==> src/rtl/spi_arb_ctrl.sv <==
// Two-requester SPI master: arbitrates req[1:0] and runs one 8-bit LSB-first transfer per grant.
// Define SPI_ARB_ROUND_ROBIN_EN for round-robin ties; otherwise requester 0 wins ties.
module spi_arb_ctrl #(
    parameter int CLK_DIV = 2
) (
    input  logic       clk,
    input  logic       s_reset,
    input  logic [1:0] req,
    input  logic [7:0] wdata0,
    input  logic [7:0] wdata1,
    output logic [1:0] gnt,
    output logic [1:0] done,
    output logic [7:0] rdata,
    output logic       busy,
    output logic [1:0] cs_n,
    output logic       seq_clk,
    output logic       mosi,
    input  logic       miso
);

    typedef enum logic [1:0] {
        IDLE,
        XFER,
        DONE
    } state_t;

    localparam logic [3:0] DIV_LAST = 4'(CLK_DIV - 1);

    state_t     state_q, state_d;
    logic [3:0] div_q, div_d;
    logic [2:0] bit_q, bit_d;
    logic [2:0] nxt_bit;
    logic [7:0] data_q, data_d;
    logic [7:0] rx_q, rx_d;
    logic       owner_q, owner_d;
    logic       winner;
    logic [7:0] win_data;

    logic [1:0] gnt_d, done_d, cs_n_d;
    logic [7:0] rdata_d;
    logic       busy_d, seq_d, mosi_d;

`ifdef SPI_ARB_ROUND_ROBIN_EN
    logic pref_q, pref_d;

    always_comb begin
        if (req == 2'b11) winner = pref_q;
        else              winner = ~req[0];
    end
`else
    always_comb winner = ~req[0];
`endif

    assign win_data = winner ? wdata1 : wdata0;
    assign nxt_bit  = bit_q + 3'd1;

    always_comb begin
        state_d = state_q;
        div_d   = div_q;
        bit_d   = bit_q;
        data_d  = data_q;
        rx_d    = rx_q;
        owner_d = owner_q;
        gnt_d   = 2'b00;
        done_d  = 2'b00;
        rdata_d = rdata;
        cs_n_d  = cs_n;
        seq_d   = seq_clk;
        mosi_d  = mosi;
`ifdef SPI_ARB_ROUND_ROBIN_EN
        pref_d  = pref_q;
`endif
        unique case (state_q)
            IDLE: begin
                // the done cycle doubles as the mandatory idle gap
                if (|req && !(|done)) begin
                    gnt_d   = winner ? 2'b10 : 2'b01;
                    cs_n_d  = winner ? 2'b01 : 2'b10;
                    owner_d = winner;
                    data_d  = win_data;
                    mosi_d  = win_data[0];
                    div_d   = 4'd0;
                    bit_d   = 3'd0;
                    seq_d   = 1'b0;
                    state_d = XFER;
`ifdef SPI_ARB_ROUND_ROBIN_EN
                    pref_d  = ~winner;
`endif
                end
            end
            XFER: begin
                if (div_q == DIV_LAST) begin
                    div_d = 4'd0;
                    if (!seq_clk) begin
                        seq_d       = 1'b1;
                        rx_d[bit_q] = miso;
                    end else begin
                        seq_d = 1'b0;
                        if (bit_q != 3'd7) begin
                            bit_d  = nxt_bit;
                            mosi_d = data_q[nxt_bit];
                        end else begin
                            state_d = DONE;
                        end
                    end
                end else begin
                    div_d = div_q + 4'd1;
                end
            end
            DONE: begin
                done_d  = owner_q ? 2'b10 : 2'b01;
                rdata_d = rx_q;
                cs_n_d  = 2'b11;
                mosi_d  = 1'b0;
                seq_d   = 1'b0;
                state_d = IDLE;
            end
            default: state_d = IDLE;
        endcase
        busy_d = (state_d != IDLE) || (|done_d);
    end

    always_ff @(posedge clk) begin
        if (!s_reset) begin
            state_q <= IDLE;
            div_q   <= 4'd0;
            bit_q   <= 3'd0;
            data_q  <= 8'd0;
            rx_q    <= 8'd0;
            owner_q <= 1'b0;
            gnt     <= 2'b00;
            done    <= 2'b00;
            rdata   <= 8'd0;
            busy    <= 1'b0;
            cs_n    <= 2'b11;
            seq_clk <= 1'b0;
            mosi    <= 1'b0;
`ifdef SPI_ARB_ROUND_ROBIN_EN
            pref_q  <= 1'b0;
`endif
        end else begin
            state_q <= state_d;
            div_q   <= div_d;
            bit_q   <= bit_d;
            data_q  <= data_d;
            rx_q    <= rx_d;
            owner_q <= owner_d;
            gnt     <= gnt_d;
            done    <= done_d;
            rdata   <= rdata_d;
            busy    <= busy_d;
            cs_n    <= cs_n_d;
            seq_clk <= seq_d;
            mosi    <= mosi_d;
`ifdef SPI_ARB_ROUND_ROBIN_EN
            pref_q  <= pref_d;
`endif
        end
    end

endmodule

==> config.mk <==
export PLATFORM = sky130hd
export DESIGN_NAME = spi_arb_ctrl
export DESIGN_NICKNAME = d
export VERILOG_FILES = /design/src/rtl/spi_arb_ctrl.sv
export SDC_FILE = /design/constraint.sdc
export NUM_CORES = 1
export LEC_CHECK = 0
export BUFFER_PORTS_ARGS = -buffer_cell sky130_fd_sc_hd__buf_4
export CAP_MARGIN = 20
export CORE_MARGIN = 2
export CORE_UTILIZATION = 49
export CTS_CLUSTER_DIAMETER = 40
export CTS_CLUSTER_SIZE = 28
export DETAILED_ROUTE_END_ITERATION = 12
export GPL_ROUTABILITY_DRIVEN = 0
export HOLD_SLACK_MARGIN = 0.02
export PLACE_DENSITY = 0.72
export SYNTH_ARGS = -nofsm -noshare
export SYNTH_HDL_FRONTEND = slang
export SYNTH_SLANG_ARGS = --single-unit
==> constraint.sdc <==
create_clock -name clk -period 1.83 [get_ports clk]
set_input_delay 0.0915 -clock clk [delete_from_list [all_inputs] [get_ports clk]]
set_output_delay 0.0915 -clock clk [all_outputs]
set_load 0.03 [all_outputs]
==> flow_metrics.env <==
export IMPL_status="finished clean"
export IMPL_vias_per_cell=5.50
export IMPL_synth_xor_area_frac=0
export IMPL_cts_buffers=5
export IMPL_fin_crit_ns=1.71
export IMPL_drc_errors=0
export IMPL_die_w_um=69.3
export IMPL_top_layer="met4"
export IMPL_layout_common_cells="buf_4 (49), dfxtp_1 (43), nor2_1 (31), mux2i_1 (25), a211oi_1 (9)"
export IMPL_start_util=0.515
export IMPL_htree_levels=2
export IMPL_critPathRequiredTime_ns=2.01
export IMPL_ant_nets=0
export IMPL_crit_path_end_kind="flip-flop"
export IMPL_synth_ff_type="dfxtp_1"
export IMPL_pin_count=38
export IMPL_place_hpwl_mm=3.16
export IMPL_drive_gt1_frac=0.286
export IMPL_async_reset_ff_frac=0
export IMPL_yosysWarnings=0
export IMPL_intPower_mw=1.71
export IMPL_area_growth_pct=25.1
export IMPL_grtUsageTotal=0.194
export IMPL_fin_skew_ns=0.0111
export IMPL_fmax_ghz=0.585
export IMPL_slew_viol_final=0
export IMPL_wl_met3_um=182
export IMPL_synth_simple_gate_area_frac=0.198
export IMPL_synth_top_area_share=0.412
export IMPL_synth_area_leaders="dfxtp_1 (41%), mux2i_1 (12%), nor2_1 (5.6%), ha_1 (4.8%), a211oi_1 (3.2%)"
export IMPL_wirelength_mm=4.46
export IMPL_pwr_share_seq=0.442
export IMPL_grt_pass1_wl_mm=7.67
export IMPL_clockPowerShare=0.383
export IMPL_worstReg2RegStart="state_q[1]"
export IMPL_power_switching_uw=581
export IMPL_wl_per_cell_um=14.4
export IMPL_slew_headroom=0.704
export IMPL_cp_max_fo=6
export IMPL_hold_path_class="in2reg"
export IMPL_synth_edf_count=0
export IMPL_clkTransAtPathRegs_ns=0.09
export IMPL_worstSetupPathType="reg2reg"
export IMPL_wl_met1_mm=2.15
export IMPL_rows=23
export IMPL_worstMarginPinSlew_ns=0.442
export IMPL_setup_ws_ns=0.120
export IMPL_met2WireLength_mm=2.09
export IMPL_layout_nets=287
export IMPL_synthDistinctLibCells=49
export IMPL_drt_iter0_markers=100
export IMPL_vias=1699
export IMPL_synth_net_count=246
export IMPL_finalCritPeriodShare=0.934
export IMPL_ys_ff_latch=43
export IMPL_syn_area_mm2=0.00209
export IMPL_synth_adder_area_share=0.0479
export IMPL_final_setup_viol_count=0
export IMPL_sw_frac_of_total=0.253
export IMPL_avgSynthCellArea_um2=9.63
export IMPL_worstSkewPairLatency_ns=0.30
export IMPL_r2r_end="bit_q[0]"
export IMPL_grt_pass1_vias=1681
export IMPL_synth_compound_area_share=0.156
export IMPL_synthMuxAreaShare=0.136
export IMPL_grt_max_degree=21
export IMPL_regToRegSetupSlack_ns=0.12
export IMPL_port_buffers=37
export IMPL_die_height_um=69.3
export IMPL_seq_area_frac_synth=0.412
export IMPL_startpoint="state_q[1]"
export IMPL_endpoint="bit_q[0]"
export IMPL_leakagePower_nw=1.03
export IMPL_hold_path_depth=2
export IMPL_powerDensity_mw_per_mm2=877
export IMPL_post_cts_setup_buffer_count=0
export IMPL_cts_tree="yes"
export IMPL_first_pass_iters=4
export IMPL_arrival_ns=1.89
export IMPL_synth_top_family_by_area="simple AND/OR/NAND/NOR gates"
export IMPL_gr_total_overflow=0
export IMPL_ff2ff_path_depth=6
export IMPL_synth_area_leader_cell="dfxtp_1"
export IMPL_grt_antenna_before_repair=0
export IMPL_clockBufferDepth=2
export IMPL_maxCapViolations=0
export IMPL_die_area_mm2=0.00481
export IMPL_antennaDiodeCount=0
export IMPL_cts_root_buffer="clkbuf_8"
export IMPL_clock_sinks=43
export IMPL_hold_violations=0
export IMPL_combPwrFrac=0.175
export IMPL_core_area_mm2=0.00406
export IMPL_whs_ns=0.0295
export IMPL_pre_cts_ws_ns=0.0620
export IMPL_synthCells=217
export IMPL_final_common_cell="buf_4"
export IMPL_start_kind="flip-flop"
export IMPL_peakVddDrop_mv=0.559
-- worst min-delay path by stage --
stage | startpoint | to | slack [ns]
2_1_floorplan | s_reset | cs_n[0] | 0.32
3_3_place_gp | s_reset | cs_n[0] | 0.33
3_5_place_dp | s_reset | cs_n[0] | 0.34
4_1_cts | s_reset | cs_n[0] | 0.02
5_1_grt | s_reset | cs_n[0] | 0.03
6_report | s_reset | cs_n[0] | 0.03
-- logic make-up (layout without fill, tap and decap cells) --
| group | Yosys count | after routing |
|---|---|---|
| AO/OA/AOI/OAI | 42 | 42 |
| adder cells (fa/ha/maj) | 8 | 8 |
| buffers and inverters | 22 | 64 |
| flip-flops | 43 | 43 |
| multiplexers | 27 | 27 |
| AND/OR/NAND/NOR | 75 | 75 |
-- final cells by class --
| class | instances | area (um2) |
|---|---|---|
| well taps | 50 | 62.6 |
| clock inverters | 3 | 67.6 |
| fillers | 328 | 1440 |
| repair buffers | 49 | 368 |
| clock buffers | 5 | 68.8 |
| flip-flops and latches | 43 | 861 |
| multi-input cells | 152 | 1160 |
| inverters | 7 | 26.3 |
-- layer usage --
layer  vias up  GRT usage
met3         5     0.0480
li1        874          -
met4         0     0.0479
met5         -          0
met2        35      0.318
met1       785      0.255
-- flip-flops by register name (all words and copies together), names as in the netlist, 2 cells and up --
| signal | cells |
|---|---|
| div_q | 4 |
| done | 2 |
| data_q | 8 |
| cs_n | 2 |
| rx_q | 8 |
| bit_q | 3 |
| gnt | 2 |
| rdata | 8 |
| state_q | 2 |
-- critical path: stages (launching register included) --
cell and delay, ns:
dfxtp_1 0.35, inv_1 0.11, ha_1 0.23, inv_2 0.09, o41a_1 0.53, o21ai_0 0.20, a21oi_1 0.08
-- through the flow --
step	setup TNS [ns]	power [mW]	util	area (um2)	instances
2_1_floorplan	0	1.31	-	2090	217
3_3_place_gp	0	1.42	0.602	2440	301
3_5_place_dp	0	1.43	0.602	2440	301
4_1_cts	0	2.30	0.636	2580	309
5_1_grt	-0.0179	2.39	0.644	2620	309
6_report	0	2.29	0.644	2620	309
-- power groups by stage --
| stage | Sequential, mW | Combinational (mW) | Clock [mW] |
|---|---|---|---|
| after floorplan | 1.06 | 0.250 | 0 |
| after global placement | 1.03 | 0.386 | 0 |
| after detailed placement | 1.04 | 0.392 | 0 |
| after CTS | 1.01 | 0.394 | 0.895 |
| after global routing | 1.02 | 0.439 | 0.930 |
| final | 1.01 | 0.401 | 0.879 |
-- cell usage after synthesis, types with 2 or more instances --
library cell,number
ha_1,8
nand4_1,4
nand2_1,7
nor4_1,6
nand4bb_1,2
o21ai_0,7
a21oi_1,8
nor2_1,31
nor2b_1,2
buf_2,3
nand2b_1,5
a31oi_1,5
inv_1,6
mux2i_1,25
clkbuf_1,8
o21a_1,2
dfxtp_1,43
buf_6,2
nor4b_1,4
a211oi_1,9
and3_1,2
-- timing repair --
item | 4_1_cts | 5_1_grt
gates resized for setup | 0 | 7
hold buffers | 0 | 0
endpoints found under the setup margin | 0 | 9
Note: power is estimated with default switching activity, not from simulation.
